--- src/rtl/devil_ac_frontend.sv ---
// ACE AC snoop frontend: filters snoops into hit/miss tags and queues
// them in a small circular FIFO for the devil core, with hit/miss counters.
module devil_ac_frontend #(
    parameter int ADDR_W  = 44,
    parameter int SNOOP_W = 4,
    parameter int DEPTH   = 4
) (
    input  logic                       clk_100MHz,
    input  logic                       reset,
    input  logic                       acvalid,
    output logic                       acready,
    input  logic [ADDR_W-1:0]          acaddr,
    input  logic [SNOOP_W-1:0]         acsnoop,
    input  logic                       en,
    input  logic                       acflt_en,
    input  logic                       addrflt_en,
    input  logic [SNOOP_W-1:0]         cfg_acsnoop,
    input  logic [31:0]                cfg_base,
    input  logic [31:0]                cfg_size,
    input  logic                       clr_cnt,
    output logic                       snp_valid,
    input  logic                       snp_ready,
    output logic [ADDR_W-1:0]          snp_addr,
    output logic [SNOOP_W-1:0]         snp_snoop,
    output logic                       snp_hit,
    output logic [15:0]                hit_cnt,
    output logic [15:0]                miss_cnt,
    output logic [$clog2(DEPTH):0]     level
);
    localparam int PW  = $clog2(DEPTH);
    localparam int LW  = PW + 1;
    localparam int AW1 = ADDR_W + 1;

    typedef struct packed {
        logic [ADDR_W-1:0]  addr;
        logic [SNOOP_W-1:0] snoop;
        logic               hit;
    } entry_t;

    entry_t          mem [DEPTH];
    logic [PW-1:0]   wr_ptr;
    logic [PW-1:0]   rd_ptr;
    logic [LW-1:0]   lvl;
    logic [LW-1:0]   lvl_nxt;
    logic            rdy_q;
    logic            push;
    logic            pop;
    logic            hit;
    logic            in_range;
    logic            type_ok;
    logic            addr_ok;
    logic [AW1-1:0]  base_x;
    logic [AW1-1:0]  end_x;
    logic [AW1-1:0]  addr_x;
    entry_t          head;

    assign push = acvalid & rdy_q;
    assign pop  = snp_valid & snp_ready;

    // One extra bit on the range end so base+size never wraps.
    assign base_x   = AW1'(cfg_base);
    assign end_x    = base_x + AW1'(cfg_size);
    assign addr_x   = {1'b0, acaddr};
    assign in_range = (cfg_size != 32'd0)
                    && (addr_x >= base_x)
                    && (addr_x < end_x);

    assign type_ok = !acflt_en || (acsnoop == cfg_acsnoop);
    assign addr_ok = !addrflt_en || in_range;
    assign hit     = en && type_ok && addr_ok;

    always_comb begin
        lvl_nxt = lvl;
        unique case ({push, pop})
            2'b10:   lvl_nxt = lvl + LW'(1);
            2'b01:   lvl_nxt = lvl - LW'(1);
            default: lvl_nxt = lvl;
        endcase
    end

    always_ff @(posedge clk_100MHz or posedge reset) begin
        if (reset) begin
            wr_ptr <= '0;
            rd_ptr <= '0;
            lvl    <= '0;
            rdy_q  <= 1'b0;
        end else begin
            if (push) begin
                wr_ptr <= (wr_ptr == PW'(DEPTH - 1)) ? '0 : wr_ptr + 1'b1;
            end
            if (pop) begin
                rd_ptr <= (rd_ptr == PW'(DEPTH - 1)) ? '0 : rd_ptr + 1'b1;
            end
            lvl   <= lvl_nxt;
            rdy_q <= (lvl_nxt != LW'(DEPTH));
        end
    end

    // Storage needs no reset; stale entries are hidden by the pointers.
    always_ff @(posedge clk_100MHz) begin
        if (push) begin
            mem[wr_ptr] <= '{addr: acaddr, snoop: acsnoop, hit: hit};
        end
    end

    always_ff @(posedge clk_100MHz or posedge reset) begin
        if (reset) begin
            hit_cnt  <= '0;
            miss_cnt <= '0;
        end else if (clr_cnt) begin
            hit_cnt  <= '0;
            miss_cnt <= '0;
        end else if (push) begin
            if (hit && hit_cnt != 16'hFFFF) begin
                hit_cnt <= hit_cnt + 16'd1;
            end
            if (!hit && miss_cnt != 16'hFFFF) begin
                miss_cnt <= miss_cnt + 16'd1;
            end
        end
    end

    assign head      = mem[rd_ptr];
    assign snp_valid = (lvl != '0);
    assign snp_addr  = snp_valid ? head.addr : '0;
    assign snp_snoop = snp_valid ? head.snoop : '0;
    assign snp_hit   = snp_valid ? head.hit : 1'b0;
    assign acready   = rdy_q;
    assign level     = lvl;
endmodule

--- config.mk ---
export PLATFORM = sky130hd
export DESIGN_NAME = devil_ac_frontend
export DESIGN_NICKNAME = d
export VERILOG_FILES = /design/src/rtl/devil_ac_frontend.sv
export SDC_FILE = /design/constraint.sdc
export NUM_CORES = 1
export LEC_CHECK = 0
export ABC_AREA = 1
export ABC_CLOCK_PERIOD_IN_PS = 3600
export CAP_MARGIN = 30
export CORE_ASPECT_RATIO = 0.6
export CORE_MARGIN = 1
export CORE_UTILIZATION = 29
export DETAILED_ROUTE_END_ITERATION = 12
export SLEW_MARGIN = 20
export SYNTH_ARGS = -nofsm -noshare
export SYNTH_HDL_FRONTEND = slang
export SYNTH_SLANG_ARGS = --single-unit
--- constraint.sdc ---
create_clock -name clk_100MHz -period 3.6 [get_ports clk_100MHz]
set_input_delay 0.36 -clock clk_100MHz [delete_from_list [all_inputs] [get_ports clk_100MHz]]
set_output_delay 0.36 -clock clk_100MHz [all_outputs]
set_load 0.1 [all_outputs]
-- After elaboration in Yosys (flattened, before gate mapping)
Memories as Yosys holds them, arrays and structs flattened.
Cells that the tools add are included.
Widths: inputs -> output; s select.
- add/sub/neg operators: 7
- order comparisons: 2
- equal/unequal tests: 8
- multiplexer cells: 14
- bitwise gates (word level): 2
- reduce and logical (&&, ||, !) cells: 18
- operators by type and width (kind ; count):
    $mux 16 ; 6
    $ge 44x32->1 ; 1
    $lt 44x33->1 ; 1
    $mux 44 ; 1
    $add 32x32->33 ; 1
    $add 16x1->16 const B ; 2
    $ne 16x16->1 const B ; 2
    $reduce_bool 32->1 ; 1
    $eq 2x2->1 const B ; 3
    $logic_and 1x1->1 ; 6
    $pmux 3 s2 ; 1
    $reduce_bool 2->1 ; 3
    $add 2x1->2 const B ; 2
    $eq 4x4->1 ; 1
    $mux 2 ; 2
    $mux 4 ; 1
    $reduce_and 2->1 ; 2
    $add 3x1->3 const B ; 1
    $logic_not 1->1 ; 3
    $mux 1 ; 3
    $ne 3x3->1 const B ; 1
    $reduce_bool 3->1 ; 1
    $sub 3x1->3 const B ; 1
    $and 1x1->1 ; 2
    other kinds (2) ; 3
- register bits after elaboration: 40
- memory bits (writable): 196
- input port bits: 124
- output and inout port bits: 86
- logic and storage cells: 58
- memories: 1
- memory list (memory ; words ; width ; rd ports ; clocked after memory_dff ; write ports ; line ; source):
    mem ; 4 ; 49 ; 1 ; 0 ; 1 ; 40 ; entry_t mem [DEPTH];

-- Depth between registers and ports, before layout
Gate-level depths: netlist of run 1.
- depth after elaboration: 10
- gate-level depth with buffers: 33
- depth with buffers taken out: 32

-- Least setup slack after synthesis of run 1
No wires, ideal clock.
- kind: register to register
- start point: register rdy_q, in the netlist acready
- end point: memory mem[0][0] (netlist name), enable pin
- library setup time: 0.456 ns
- data arrival time: 3.316 ns
- data required time: 3.144 ns
- slack: -0.172 ns
- stages on the path, launching flop included: 3
- path buffers: 0
- clock period less this slack: 3.772 ns
- path through: dfrtp_1 > nand2_1 > nor2_1
- cells in the longest elaborated chain, start to end: 3
- ends and longest elaborated chain (what ; line ; source):
    from (decl) ; 45 ; logic rdy_q;
    from (signal assigned) ; 95 ; rdy_q <= (lvl_nxt != LW'(DEPTH));
    $and 1x1->1 ; 57 ; assign push = acvalid & rdy_q;
    $mux 1 ; 101 ; if (push) begin
    $mux 1 (not written as such) ; 102 ; mem[wr_ptr] <= '{addr: acaddr, snoop: acsnoop, hit: hit};
    to (decl) ; 40 ;
No other way between the ends.

-- Final worst setup path of run 1
- start point: input port cfg_base[24]
- end point: register hit_cnt[10]
- cells in the longest elaborated chain, start to end: 8
- elaborated cells between the ends (all ways): 10
- classes of those cells: add/sub: 1; order compare: 2; reduce/logical: 7
- ends and longest elaborated chain (what ; line ; source):
    from (decl) ; 18 ; input logic [31:0] cfg_base,
    $add 32x32->33 / $ge 44x32->1 (equally long branches) ; 62, 65 ;
    $lt 44x33->1 / $logic_and 1x1->1 (equally long branches) ; 66, 65 ;
    $logic_and 1x1->1 (*) ; 66 ; && (addr_x < end_x);
    $logic_or 1x1->1 (*) ; 69 ; assign addr_ok = !addrflt_en || in_range;
    $logic_and 1x1->1 (*) ; 70 ; assign hit = en && type_ok && addr_ok;
    $logic_and 1x1->1 (*) ; 114 ; if (hit && hit_cnt != 16'hFFFF) begin
    $reduce_bool 2->1 (no source line) (*) ; -- ;
    $reduce_and 2->1 (no source line) (*) ; -- ;
    to (signal assigned) ; 115 ; hit_cnt <= hit_cnt + 16'd1;
    to (decl) ; 26 ; output logic [15:0] hit_cnt,
Every way passes the cells marked *; elsewhere a longest branch is shown, timed or not.
A chain may end at the register's enable or synchronous reset.

==> impl_metrics.toml, run 1 <==
[layout]
stdcell_count = 2496
drive_gt1_share_pct = 17.8
syn_to_final_growth_pct = 39.8
register_area_um2 = 6890
fin_util_pct = 41.1
fill_cells = 4494
multi_input_area_um2 = 6550
diodes = 0
layout.nets = 2077

[global_routing]
grt-ovfl-total = 0
grtUsageTotal_pct = 16.7
gr-usage-met2_pct = 25.9
grt_pass1_wl_um = 61900
grt_pass1_vias = 10980
grt_max_degree = 100
antenna_found_initial = 1
grt_use_met1_pct = 25.0
gr-max-usage-layer = "met2"
grt_use_met3_pct = 2.03

[drt]
dr.pass1.iters = 5
post_drt_wl_per_cell_um = 16.5
drc_errors = 0
antenna_left = 0
num_vias = 11608
drtIter0Drc = 725
drt_wl_total_um = 41200
via_per_inst = 4.65

[timing]
finalSetupViolations = 0
setup_ws_ps = 188
clock_skew_ps = 23.9
fmax_ghz = 0.293
hold_viol = 0
tightest_slew_ps = 1010
setup_tns_ps = 0
relSlewSlack_pct = 32.3
drv_slew = 0
post-route-min-period_ps = 3410
final.period_utilization_pct = 94.8

[synth]
synth_edf_count = 196
ys_seq_area_share_pct = 50.5
synth_ff_type = "edfxtp_1"
synth_area_um2 = 13600
async_flop_share_pct = 16.9
yosysUniqueCellTypes = 47
synth_cells = 1523
syn_nets = 1753
synth-seq-cells = 236
syn_avg_cell_area_um2 = 8.95
yosysWarnings = 0

[critical_path]
reg2reg_to = "hit_cnt[10]"
reg2reg_from = "hit_cnt[0]"
rrSetupSlack_ps = 1240
r2r_cells = 15
cp_max_fo = 6
cp.arrival_ps = 3820
critPathKind = "primary input to flop"
end_kind = "flop"
setup.worst_path.start_class = "primary input"
crit_required_ps = 4010

[power]
p_per_area_nw_per_um2 = 789
ir_drop_v = 0.000992
power.leakage_nw = 8.15

[floorplanning]
die_area_um2 = 47900
die_x_um = 282
core_um2 = 46300
fp.dieH_um = 170
pin_count = 210
initial_core_util_pct = 29.4
rows = 61

[cts]
cts_buffers = 25
cts.sinks = 236
path_clk_slew_ps = 60
cts_tree = "built"
clk_latency_ps = 540
clk_path_buf_depth = 3
clockRootBuffer = "clkbuf_16"
ctsHoldBuffers = 0
htreeDepth = 1

[place]
dp_slack_ps = -705
io_buffers = 209
gp_congestion = 0.907
placed_cells = 2443
hpwl_um = 29600

[worst_hold_path]
min_path_type = "primary input to async pin"

[flow_run]
maxCapViolCount = 0

[run_status]
status = "completed"
worst max-delay path, stage by stage:
cell             delay (ps)
clkdlybuf4s50_1         470
ha_1                    340
buf_4                   160
a21oi_1                 210
o21a_1                  180
nor3_1                   60
a311oi_2                200
nand2_2                  90
xor2_2                  160
ha_1                    320
a21oi_1                 160
o21a_1                  120
o21ai_0                  70
nor2_1                  190
nand3_4                 140
nand2_4                 110
nand3_4                  90
buf_12                  150
buf_12                  130
nand3_1                  60
nand2_1                  60
power by group:
part	internal, mW	total, mW	switching [mW]
sequential	3.46	3.72	0.255
clock	1.75	2.81	1.06
combinational	2.32	8.50	6.18
timing repair:
item,CTS,global route
pin swaps,8,38
buffers inserted,1,5
cloned,1,0
setup endpoints to repair,36,36
gates resized for setup,17,107
metrics by stage:
step	instance area [um^2]	hold WS [ps]	power, mW
2_1_floorplan	13600	459	9.48
5_1_grt	19100	321	15.7
6_report	19100	262	15.0
4_1_cts	18500	265	15.1
3_3_place_gp	17500	533	12.1
3_5_place_dp	17500	558	12.2
placed cells by master, fill, tap and decap left out, drive strengths merged, types with 27 or more instances in the layout:
cell and instances:
a21oi 112, buf 185, clkbuf 29, clkdlybuf4s50 132, dfrtp 40, edfxtp 196
ha 104, inv 141, nand2 251, nand3 62, nand4 27, nor2 300
o21ai 126, xor2 29
worst max path at each step:
stage / slack, ps / depth (start not counted) / to / startpoint
global route: -30 / 21 / hit_cnt[2] / cfg_base[24]
global placement: -660 / 30 / miss_cnt[8] / cfg_base[0]
finish: 190 / 21 / hit_cnt[10] / cfg_base[24]
detailed placement: -710 / 27 / miss_cnt[3] / cfg_base[0]
floorplan: -170 / 2 / mem[0][0] / acready
CTS: 9 / 27 / hit_cnt[10] / cfg_base[2]
registers in the layout, indices dropped and copies added (netlist names):
name / count
mem: 196
hit_cnt: 16
miss_cnt: 16
level: 3
rd_ptr: 2
wr_ptr: 2
acready: 1
metal layers:
layer	vias up	part of all wire (%)
li1	5829	-
met1	5483	50
met2	258	44
met3	36	4.7
met4	2	1.3
met5	-	0.032
logic make-up (layout without fill, tap and decap cells):
| logic type | Yosys count | count (layout) | synth area share, % |
|---|---|---|---|
| AND/OR/NAND/NOR | 675 | 675 | 20.8 |
| adder cells (fa/ha/maj) | 106 | 106 | 9.84 |
| buffers and inverters | 189 | 532 | 5.39 |
| XOR/XNOR | 46 | 46 | 2.96 |
| AO/OA/AOI/OAI | 271 | 271 | 10.5 |
| flip-flops | 236 | 236 | 50.5 |
cell usage after synthesis (2+ instances only):
| cell type | count | share of area [%] |
|---|---|---|
| nor2_1 | 297 | 8.2 |
| nand2_1 | 245 | 6.7 |
| edfxtp_1 | 196 | 43 |
| inv_1 | 135 | 3.7 |
| o21ai_0 | 124 | 4.6 |
| a21oi_1 | 112 | 4.1 |
| ha_1 | 104 | 9.5 |
| nand3_1 | 59 | 2.2 |
| dfrtp_1 | 40 | 7.3 |
| clkbuf_1 | 38 | 1.0 |
| xor2_1 | 29 | 1.9 |
| nand4_1 | 27 | 1.2 |
| xnor2_1 | 17 | 1.1 |
| nor3_1 | 14 | 0.51 |
| nor4_1 | 10 | 0.46 |
| a21o_1 | 7 | 0.39 |
| buf_1 | 6 | 0.17 |
| o21bai_1 | 6 | 0.33 |
| inv_2 | 4 | 0.11 |
| nand2_2 | 4 | 0.18 |
| nand3b_1 | 4 | 0.22 |
| o21a_1 | 4 | 0.22 |
| o22ai_1 | 4 | 0.18 |
| a31oi_1 | 3 | 0.14 |
| buf_6 | 3 | 0.25 |
| nor3b_1 | 3 | 0.17 |
| a21boi_0 | 2 | 0.11 |
| buf_2 | 2 | 0.073 |
| fa_1 | 2 | 0.29 |
| nand2_4 | 2 | 0.17 |
| nand3_2 | 2 | 0.15 |
| nor2_2 | 2 | 0.092 |
| o21ai_1 | 2 | 0.073 |
area by class of cell:
class	instances	share of cell area (%)
Tap cell	630	4.14
Clock inverter	17	1.33
Sequential cell	236	36.2
Multi-Input combinational cell	1098	34.4
Inverter	140	2.76
Timing Repair Buffer	346	17.8
Clock buffer	29	3.47
Power figures use the tool's default switching activity.
==> run 2: changes to the inputs <==
- CTS_CLUSTER_SIZE: unset -> 24
==> results of run 2 <==
No change in the layout: final DEF, timing and power equal those of run 1.
==> run 3: changes to the inputs <==
- CORE_UTILIZATION: 29 -> 40
==> run 3 against run 2 <==
Effect of this change:
- first-iteration DRC count increased by 16%
- utilization up 16 points
- power rose by 2.1%
- sequential power down 1%
- cell count decreased by 6.7%
- routed wire length fell by 3.3%
- global-route usage increased by 5.6 points
- maximum frequency shrank 2.9%
- highest routed layer is now met4
==> impl_metrics.toml, run 3 (synthesis results as in run 1) <==
[critical_path]
cp_max_fo = 5
path_common_cell = "nand2_1"
critPathKind = "primary input to flop"
setup.worst_path.start_class = "primary input"
worst_path_largest_cell_delay_ps = 440
crit_required_ps = 4000
end_kind = "flop"
slowest_stage = "clkdlybuf4s50_1"
cp.arrival_ps = 3910
crit_path_cell_trace = "clkdlybuf4s50_1 -> ha_1 -> inv_2 -> o21ai_2 -> a21oi_2 -> o21ai_2 -> a21oi_2 -> nor2_1 -> nor2_1 -> xor2_1 -> ha_1 -> a21o_1 -> nor2_1 -> nand2_1 -> a21oi_2 -> nand2_1 -> nand2_1 -> nand3_2 -> nand2_4 -> nand3_4 -> buf_6 -> nand3_1 -> nand2_1"

[cts]
ctsHoldBuffers = 0
htreeDepth = 1
path_clk_slew_ps = 60
cts.sinks = 236
clockRootBuffer = "clkbuf_16"
cts_tree = "built"
clk_path_buf_depth = 3
cts_buffers = 23
clk_latency_ps = 520

[drt]
drtIter0Drc = 843
num_vias = 11758
post_drt_wl_per_cell_um = 17.1
drc_errors = 0
via_per_inst = 5.05
drt_wl_total_um = 39800
antenna_left = 0
dr.pass1.iters = 5

[place]
placed_area_um2 = 17700
placed_cells = 2274
gp_congestion = 0.887
io_buffers = 209
hpwl_um = 28300

[global_routing]
grt-ovfl-total = 0
grt_pass1_wl_um = 60000
antenna_found_initial = 0
grt_pass1_vias = 10761
grt_max_degree = 66
grtUsageTotal_pct = 22.2

[timing]
post-route-min-period_ps = 3510
clock_skew_ps = 18.7
setup_tns_ps = 0
tightest_slew_ps = 1010
hold_viol = 0
drv_slew = 0
rsz0062_at_grt = "true"
fmax_ghz = 0.285
whs_ps = 132
final.period_utilization_pct = 97.6
finalSetupViolations = 0
relSlewSlack_pct = 32.8

[run_status]
status = "completed"

[floorplanning]
core_um2 = 33000
fp.dieH_um = 145
initial_core_util_pct = 41.3
die_area_um2 = 34800
rows = 51
pin_count = 210
die_x_um = 240

[layout]
final_area_um2 = 18900
largest_reg_flops = 196
reg_top3 = "mem x196, hit_cnt x16, miss_cnt x16"
layout.nets = 2093
syn_to_final_growth_pct = 38.7
diodes = 0
mostFrequentLayoutCell = "nor2_1"
mostFrequentLayoutCells = "nor2_1, nand2_1, edfxtp_1, buf_4, clkdlybuf4s50_1"
regMostFlops = "mem"
drive_gt1_share_pct = 16.7
stdcell_count = 2328
fill_cells = 2845

[flow_run]
maxCapViolCount = 0

[worst_hold_path]
min_path_type = "primary input to async pin"

[power]
p_total_mw = 15.4
ir_drop_v = 0.000826
power.leakage_nw = 8.17
p_per_area_nw_per_um2 = 812
## run 3: changes by cell type in the layout (fill, tap and decap cells not counted), moves of 7 or more
cell	previous run	this run
a21oi_1	94	101
a21oi_2	18	11
buf_12	24	49
buf_4	160	150
nand2_1	235	242
## run 3: per-stage QoR
stage,util [%],setup slack (ps)
floorplan,-,-172
global placement,53.5,-626
detailed placement,53.5,-745
CTS,56.1,16.2
global route,57.3,-82.8
finish,57.3,87.5
## run 3: cell type report
cell class | count | area (um^2) | share of cell area (%)
Multi-Input combinational cell | 1098 | 6360 | 33.6
Sequential cell | 236 | 6890 | 36.4
Clock inverter | 9 | 96.3 | 0.510
Tap cell | 450 | 563 | 2.98
Clock buffer | 31 | 636 | 3.36
Timing Repair Buffer | 364 | 3830 | 20.3
Inverter | 140 | 526 | 2.78
## run 3: final timing paths
kind / from / end / slack [ps] / cells after the start
worst max-delay path: cfg_base[8] / hit_cnt[2] / 90 / 23
worst min-delay path: reset / hit_cnt[6] / 130 / 2
worst max register to register: hit_cnt[0] / hit_cnt[0] / 1380 / 14
worst min register to register: hit_cnt[3] / hit_cnt[3] / 540 / 2
max in group asynchronous: reset / miss_cnt[12] / 2850 / 4
min in group clk_100MHz: acaddr[37] / mem[0][42] / 520 / 1
## run 3: repair_timing
item / CTS / global route
gates resized for setup: 15 / 74
pin swaps: 8 / 25
setup endpoints to repair: 36 / 36
setup buffers: 9 / 4
## run 3: worst max-delay path, delay by kind of cell
family / cells / cell delay (ps)
simple gates: 11 / 1060
compound gates: 6 / 780
buf+inv: 3 / 730
fa+ha+maj: 2 / 690
xor+xnor: 1 / 310
## run 3: per-layer routing
layer	track usage (%)	part of all wire, %	up-vias
li1	-	-	5858
met1	35.8	51	5507
met2	31.5	41	344
met3	2.40	5.6	49
met4	5.03	2.0	0
met5	0	0	-
## run 3: where the power goes
group          internal, mW  switching, mW  total (mW)
Clock                  1.38          0.984        2.36
Combinational          2.97           6.33        9.31
Sequential             3.46          0.218        3.68
